--- src/rtl/if_fetch.sv ---
// ---------------------------------------------------------------------------
// if_fetch -- instruction fetch stage with a 2-entry prefetch FIFO and IF/ID
// register.
//
// Parameters
//   XLEN      width of addresses and instruction words
//   RESET_PC  first fetch address after reset
//
// Ports
//   clk, rstn            clock (rising edge) and asynchronous active-low reset
//   stall_pc             1 = fetch may advance; 0 = PC holds, no new fetch
//   hold_ifid            1 = IF/ID outputs hold
//   flush, redirect_pc   redirect request and its target (low 2 bits ignored)
//   imem_req, imem_addr  fetch request / word-aligned address (registered)
//   imem_ack, imem_rdata acceptance with same-cycle instruction data
//   id_valid, id_pc,     IF/ID register contents
//   id_instr
//
// At most one imem transaction is ever outstanding. A flush that lands while a
// request is waiting cannot cancel it (req/addr must stay stable), so the FSM
// parks in DROP until the stale ack returns and only then fetches the target.
// ---------------------------------------------------------------------------
module if_fetch #(
    parameter int              XLEN     = 32,
    parameter logic [XLEN-1:0] RESET_PC = '0
) (
    input  logic            clk,
    input  logic            rstn,
    input  logic            stall_pc,
    input  logic            hold_ifid,
    input  logic            flush,
    input  logic [XLEN-1:0] redirect_pc,
    output logic            imem_req,
    output logic [XLEN-1:0] imem_addr,
    input  logic            imem_ack,
    input  logic [XLEN-1:0] imem_rdata,
    output logic            id_valid,
    output logic [XLEN-1:0] id_pc,
    output logic [XLEN-1:0] id_instr
);

    typedef enum logic [1:0] {IDLE, REQ, DROP} state_t;

    state_t          state;
    logic [XLEN-1:0] fetch_pc;      // in REQ: address in flight; else next to issue
    logic [XLEN-1:0] fq_pc  [2];
    logic [XLEN-1:0] fq_ins [2];
    logic            rd_ptr, wr_ptr;
    logic [1:0]      cnt;

    logic            ack, keep, load_id, pop, bypass, push, busy_after, issue;
    logic [1:0]      cnt_nxt;
    logic [XLEN-1:0] pc_nxt;
    logic            unused_lsb;

    assign unused_lsb = ^redirect_pc[1:0];

    // An ack only counts while a request is actually presented.
    assign ack     = imem_req & imem_ack;
    // Data worth keeping: answer to a live (non-dropped) request, no redirect now.
    assign keep    = (state == REQ) & ack & ~flush;
    assign load_id = ~hold_ifid & ~flush;
    assign pop     = load_id & (cnt != 2'd0);
    // Empty FIFO: ack data goes straight into IF/ID instead of through the FIFO.
    assign bypass  = load_id & (cnt == 2'd0) & keep;
    assign push    = keep & ~bypass;

    always_comb begin
        cnt_nxt = cnt;
        if (flush)
            cnt_nxt = 2'd0;
        else begin
            case ({push, pop})
                2'b10:   cnt_nxt = cnt + 2'd1;
                2'b01:   cnt_nxt = cnt - 2'd1;
                default: cnt_nxt = cnt;
            endcase
        end
    end

    assign pc_nxt = flush ? {redirect_pc[XLEN-1:2], 2'b00}
                  : keep  ? fetch_pc + XLEN'(4)
                  :         fetch_pc;

    // A transaction still in flight after this edge blocks a new issue.
    assign busy_after = (state != IDLE) & ~ack;
    // Occupancy is judged after this cycle's push/pop so a full stream of
    // zero-wait acks with IF/ID draining keeps one fetch per cycle.
    assign issue = stall_pc & (state != DROP) & ~busy_after & (cnt_nxt != 2'd2);

    // Fetch FSM; imem_req/imem_addr are registered outputs.
    always_ff @(posedge clk or negedge rstn) begin
        if (!rstn) begin
            state     <= IDLE;
            imem_req  <= 1'b0;
            imem_addr <= RESET_PC;
            fetch_pc  <= RESET_PC;
        end else begin
            fetch_pc <= pc_nxt;
            case (state)
                IDLE: begin
                    if (issue) begin
                        state     <= REQ;
                        imem_req  <= 1'b1;
                        imem_addr <= pc_nxt;
                    end
                end
                REQ: begin
                    if (ack) begin
                        if (issue)
                            imem_addr <= pc_nxt;
                        else begin
                            state    <= IDLE;
                            imem_req <= 1'b0;
                        end
                    end else if (flush)
                        state <= DROP;   // keep req/addr stable, wait for stale ack
                end
                DROP: begin
                    if (ack) begin
                        state    <= IDLE;
                        imem_req <= 1'b0;
                    end
                end
                default: begin
                    state    <= IDLE;
                    imem_req <= 1'b0;
                end
            endcase
        end
    end

    // FIFO control.
    always_ff @(posedge clk or negedge rstn) begin
        if (!rstn) begin
            rd_ptr <= 1'b0;
            wr_ptr <= 1'b0;
            cnt    <= 2'd0;
        end else begin
            cnt <= cnt_nxt;
            if (flush) begin
                rd_ptr <= 1'b0;
                wr_ptr <= 1'b0;
            end else begin
                if (push) wr_ptr <= ~wr_ptr;
                if (pop)  rd_ptr <= ~rd_ptr;
            end
        end
    end

    // FIFO storage needs no reset; cnt qualifies every read.
    always_ff @(posedge clk) begin
        if (push) begin
            fq_pc[wr_ptr]  <= imem_addr;
            fq_ins[wr_ptr] <= imem_rdata;
        end
    end

    // IF/ID register. On flush only the valid bit is cleared.
    always_ff @(posedge clk or negedge rstn) begin
        if (!rstn) begin
            id_valid <= 1'b0;
            id_pc    <= '0;
            id_instr <= '0;
        end else if (flush) begin
            id_valid <= 1'b0;
        end else if (!hold_ifid) begin
            if (cnt != 2'd0) begin
                id_valid <= 1'b1;
                id_pc    <= fq_pc[rd_ptr];
                id_instr <= fq_ins[rd_ptr];
            end else if (keep) begin
                id_valid <= 1'b1;
                id_pc    <= imem_addr;
                id_instr <= imem_rdata;
            end else begin
                id_valid <= 1'b0;
            end
        end
    end

endmodule

--- config.mk ---
export PLATFORM = sky130hd
export DESIGN_NAME = if_fetch
export DESIGN_NICKNAME = d
export VERILOG_FILES = /design/src/rtl/if_fetch.sv
export SDC_FILE = /design/constraint.sdc
export NUM_CORES = 1
export LEC_CHECK = 0
export CAP_MARGIN = 20
export CORE_MARGIN = 5
export CORE_UTILIZATION = 40
export DETAILED_ROUTE_END_ITERATION = 8
export PLACE_DENSITY_LB_ADDON = 0.1
export SLEW_MARGIN = 20
export SYNTH_ARGS = -nofsm -noshare
export SYNTH_HDL_FRONTEND = slang
export SYNTH_SLANG_ARGS = --single-unit
--- constraint.sdc ---
create_clock -name clk -period 6.4 [get_ports clk]
set_clock_uncertainty 0.2 [all_clocks]
set_input_delay 1.6 -clock clk [delete_from_list [all_inputs] [get_ports clk]]
set_output_delay 1.6 -clock clk [all_outputs]
set_load 0.02 [all_outputs]
==> results.md <==
* Status: completed
* Initial Utilization at 0.402
* FF-to-FF Start: cnt[1]$_DFF_PN0_
* Vias per cell at 5.08
* Maximum number of pins on one net before global-route repair at 98
* Post-synth EDFFs at 128
* Max-cap violations at 0
* CP Data Required Time at 6.63 ns
* Total Negative Setup Slacks at 0 ns
* Number of fill cells at 2,519
* Cell Area, Synth at 11,100 sq um
* Setup ws final at 1.62 ns
* Net count, final at 1,135
* Share of layout cells above drive strength 1 at 0.0884
* Endpoint type of the worst setup path: register
* Routed wire length per instance at 17.7 microns
* Total I/O pin count at 168
* Post-placement worst setup slack at 1.05 ns
* Crit path from: imem_ack
* CP Data Arrival Time at 5.01 ns
* Standard cell core area at 27,600 sq um
* Signed area change from the synthesized netlist to the final layout at 27.4%
* Cells after Synth at 910
* Metal2 WL at 12,500 microns
* Number of distinct library cells after synthesis at 60
* Area enclosed by the die boundary at 31,200 sq um
* Peak supply drop at 0.173 mV
* Global-route wire length before repair at 41,600 microns
* IO buf count at 165
* Clock-pin slew of the registers on the worst-case setup and hold paths at 0.06 ns
* Highest Clock Rate at 209 MHz
* Number of synthesis warnings at 0
* Async set-reset flop share out of synthesis at 0.515
* Synth Register Bits at 264
* Critical path type: in -> reg
* DRC errors left at 0
* Post-CTS setup buffers at 0
* Top-count cell post-synth: dfrtp_1
* Commonest cells in the synthesized netlist: dfrtp_1 (136), edfxtp_1 (128), nand2_1 (103), nor2_1 (90), o21ai_0 (84)
* Number of stages on the worst hold path at 2
* Placement row count at 61
* Top metal layer carrying routed signals: met4
* Library cell used as clock root buffer: clkbuf_16
* Pwr/cell area at 413 nW/um^2
* Diodes inserted at 0
* Synthesized netlist net count at 982
* Reg2reg setup slack at 2.61 ns
* Routed wl met3 at 1030 microns
* Die Span Y at 177 microns
* Static leakage at 5.24 nW
* Min cycle time layout at 4.78 ns
* H-tree levels at 1
* Dominant cell type by area after synthesis: edfxtp_1
* Die boundary width at 177 microns
* GRT Overall Usage at 0.166
* Routability cong. at 0.786
* Hold buffer count at cts at 0
* Tightest Pin Transition at 0.986 ns
* Share of the synthesized area in the top cell type at 0.346
* Number of standard cells in the layout, taps in and fillers out at 1,464
* Storage cell area at 7250 sq um
* Post-route worst hold slack at 0.273 ns
* Worst reg2reg path depth at 8
* Total placed cells including tap cells at 1,410
* TritonCTS clock tree: done
* Design Power at 0.00585 W
* Period utilisation layout at 0.747
* Sinks on the clock net at 264
* Post-synthesis sequential area ratio at 0.653
* Remaining max-slew budget at the tightest pin at 0.341
* Vias in the first global route at 7,481
* DR pass1 iterations at 4
* Startpoint types: input pin
* Wirelength, routed at 26,000 microns
* Number of gates given a new drive strength after cts at 0
* Count of final max-slew check failures at 0
* Count of final setup violators at 0
* Total grt overflow at 0
* Antenna viol nets, final at 0
* Average size of a mapped cell at 12.2 sq um
* Footprint of the multi-input gates at 3640 sq um
* Number of clock buffers inserted by TritonCTS at 29
* Worst Hold Class: reg -> reg
* Most used flip-flop cell after synthesis: dfrtp_1
* Routed via count at 7,438
* Initial antenna violation count at 0
* Top post-synthesis cells by area: edfxtp_1 (35%), dfrtp_1 (31%), mux2i_1 (5.9%)
* Total routed wire length on the met1 layer at 12,000 microns
* Startpoint of the tightest hold check path: id_instr[14]$_DFFE_PN0P_
* Latest clock arrival within the worst-skew pair at 0.55 ns
* Initial drt markers at 393
* HPWL reported at the end of detailed placement at 16,300 microns
* Maximum number of buffers from clock root to sink at 3
* Unrepaired setup endpoints after global routing: false
* Critical path fanouts, max at 13
* Final hold violation count at 0
-- cell families after synthesis --
family | Yosys count | share of synthesized area
flops | 264 | 0.653
simple gates | 279 | 0.123
buf+inv | 62 | 0.0238
xor+xnor | 11 | 0.00868
mux | 97 | 0.0911
compound gates | 195 | 0.0987
fa+ha+maj | 2 | 0.00225
-- worst paths after layout --
check                                            endpoint
worst max register to register  imem_addr[12]$_DFFE_PN0P_
min in group asynchronous         id_instr[1]$_DFFE_PN0P_
worst min-delay path             id_instr[14]$_DFFE_PN0P_
max in group asynchronous         id_instr[8]$_DFFE_PN0P_
worst min register to register   id_instr[14]$_DFFE_PN0P_
worst max-delay path            imem_addr[12]$_DFFE_PN0P_
-- layout by cell type, fill, tap and decap left out, types with 5 or more instances in the layout --
master and count:
clkdlybuf4s50_1 163, inv_1 8, mux2_1 16, dfrtp_1 135
mux2i_1 65, bufinv_16 6, o21ai_0 84, and3_1 6
clkinv_1 5, clkbuf_16 29, a31oi_1 6, mux2_2 16
nand4_1 8, edfxtp_1 128, nand2_1 103, buf_4 10
nor2_1 87, nor3_1 6, and4_1 5, nand3_1 17
o211ai_1 6, a21oi_1 71, xnor2_1 7, clkinv_2 6
nor2b_1 9, or4_1 7
-- state kept, by name, indices dropped and copies added, names as in the netlist --
register	flops
imem_addr	32
rd_ptr	1
fetch_pc	32
imem_req	1
cnt	2
id_valid	1
wr_ptr	1
id_instr	32
state	2
fq_ins	64
fq_pc	64
id_pc	32
-- routing by layer --
| layer | up-vias | GRT usage |
|---|---|---|
| li1 | 3605 | - |
| met1 | 3671 | 0.233 |
| met2 | 134 | 0.276 |
| met3 | 28 | 0.0238 |
| met4 | 0 | 0.0368 |
| met5 | - | 0 |
-- where the power goes --
group / total (W) / switching [W] / internal [W]
Sequential: 0.00247 / 0.000293 / 0.00218
Combinational: 0.00160 / 0.000837 / 0.000763
Clock: 0.00178 / 0.000677 / 0.00110
-- metrics by stage --
step           cell area (sq um)  utilization
3_3_place_gp               13100        0.475
6_report                   14100        0.512
3_5_place_dp               13100        0.475
5_1_grt                    14100        0.512
2_1_floorplan              11100            -
4_1_cts                    14100        0.512
-- layout make-up --
class,instances,area share
clock inverters,21,0.0184
multi-input cells,584,0.257
flip-flops and latches,264,0.512
clock buffers,33,0.0545
well taps,378,0.0334
repair buffers,175,0.122
inverters,9,0.00239
-- critical path, cell delays in order --
cell,delay [ns]
clkdlybuf4s50_1,0.60
nand4b_4,0.26
nor2_1,0.22
o21ai_0,0.36
ha_1,0.45
nor2b_1,0.22
a21oi_1,0.16
o2111ai_4,0.45
buf_4,0.32
mux2_2,0.35
Note: power is estimated with default switching activity, not from simulation.
==> edit: new RTL, same flow settings <==
The parameter `XLEN` goes from 32 to 24.
--- a/src/rtl/if_fetch.sv
+++ b/src/rtl/if_fetch.sv
@@ -22,5 +22,5 @@
 // ---------------------------------------------------------------------------
 module if_fetch #(
-    parameter int              XLEN     = 32,
+    parameter int              XLEN     = 24,
     parameter logic [XLEN-1:0] RESET_PC = '0
 ) (
Ports: changed (5 resized); port bits go from 168 to 128. No check against the original RTL was run, so the function may have changed too.
==> edit against the unedited design <==
  * Cell area down 27%
  * Fmax down 6.0%
  * Worst setup slack worse by 0.31 ns
  * Cell count down 26%
  * First-iteration DRC count down 43%
  * Non-clock buffer count down 42
  * Count of clock-buffer cells in the layout down 12
  * Hold slack better by 0.0056 ns
  * Total power down 30%
  * Wire length down 29%
  * Critical endpoint is now imem_addr[7]$_DFFE_PN0P_
  * Sequential cell count down 64
  * Area after synthesis down 24%
==> edit: results (changes against the unedited design) <==
- Clk pwr share: 24.5% (was 30.4%)
- Port Buffers: 125 (was 165)
- Vias: 5532 (was 7438)
- Post-synth top cells: dfrtp_1, edfxtp_1, nand2_1 (unchanged)
- Net Sw Frac: 32.7% (was 30.9%)
- Worst vdd ir: 0.000204 V (was 0.000173 V)
- GPL Wtd Cong: 0.803 (was 0.786)
- Worst path slowest cell: or4b_2 (was clkdlybuf4s50_1)
- Max stage delay on crit path: 0.65 ns (was 0.60 ns)
- Largest net degree at the start of global routing: 101 (was 98)
- Biggest regs: fq_ins (48), fq_pc (48) (was fq_ins (64), fq_pc (64))
- Status: completed (unchanged)
- Sequential power share: 46.1% (was 42.2%)
- Syn Nets: 744 (was 982)
- Number of global-route vias before repair: 5554 (was 7481)
- Synth Area per Inst: 12.2 µm² (about the same)
- Place WS: 0.846 ns (was 1.05 ns)
- Total track usage: 15.8% (was 16.6%)
- Met3 routed WL: 743 µm (was 1030 µm)
- Largest cells by area after synthesis: edfxtp_1, dfrtp_1, mux2i_1, o21ai_0, a21oi_1 (was edfxtp_1, dfrtp_1, mux2i_1, o21ai_0, nand2_1)
- Max clock buf depth: 2 (was 3)
- Crit path max-delay family: simple AND/OR/NAND/NOR gates (was compound AO/OA/AOI/OAI gates)
- Post-DP Area: 9850 µm² (was 13100 µm²)
- Leak pwr: 3.84 nW (was 5.24 nW)
- Worst-skew pair later-pin latency: 0.42 ns (was 0.55 ns)
- Wirelength per Cell: 17.0 µm (was 17.7 µm)
- Wire length on met2: 8660 µm (was 12500 µm)
edit: area by class of cell:
| class | instances | area [µm²] |
|---|---|---|
| sequential | 200 | 5490 |
| clock inverter | 11 | 101 |
| multi-input combinational | 439 | 2700 |
| tap | 275 | 344 |
| fill | 1840 | 10400 |
| timing repair buffer | 133 | 1300 |
| clock buffer | 21 | 440 |
| inverter | 6 | 22.5 |
edit: worst paths after layout:
| path | from | to | slack, ns | cells after the start |
|---|---|---|---|---|
| max in group asynchronous | rstn | rd_ptr$_DFFE_PN0P_ | 3.76 | 2 |
| worst max-delay path | imem_ack | imem_addr[7]$_DFFE_PN0P_ | 1.31 | 9 |
| worst min-delay path | id_pc[8]$_DFFE_PN0P_ | id_pc[8]$_DFFE_PN0P_ | 0.28 | 2 |
| worst min register to register | id_pc[8]$_DFFE_PN0P_ | id_pc[8]$_DFFE_PN0P_ | 0.28 | 2 |
| min in group asynchronous | rstn | imem_addr[16]$_DFFE_PN0P_ | 1.10 | 1 |
| worst max register to register | cnt[1]$_DFF_PN0_ | imem_addr[7]$_DFFE_PN0P_ | 2.40 | 8 |
edit: metal layers:
layer,track usage (%),up-vias
met5,0,-
met4,4.71,0
li1,-,2697
met1,21.8,2704
met2,25.5,112
met3,3.30,19
edit: cells by family (layout without fill, tap and decap cells):
family / after synthesis / in the layout / share of synthesized area [%]
flip-flops: 200 / 200 / 65.4
AO/OA/AOI/OAI: 144 / 144 / 9.57
multiplexers: 71 / 71 / 8.72
adder cells (fa/ha/maj): 2 / 2 / 0.298
buffers and inverters: 49 / 171 / 2.63
AND/OR/NAND/NOR: 209 / 209 / 12.0
XOR/XNOR: 13 / 13 / 1.36
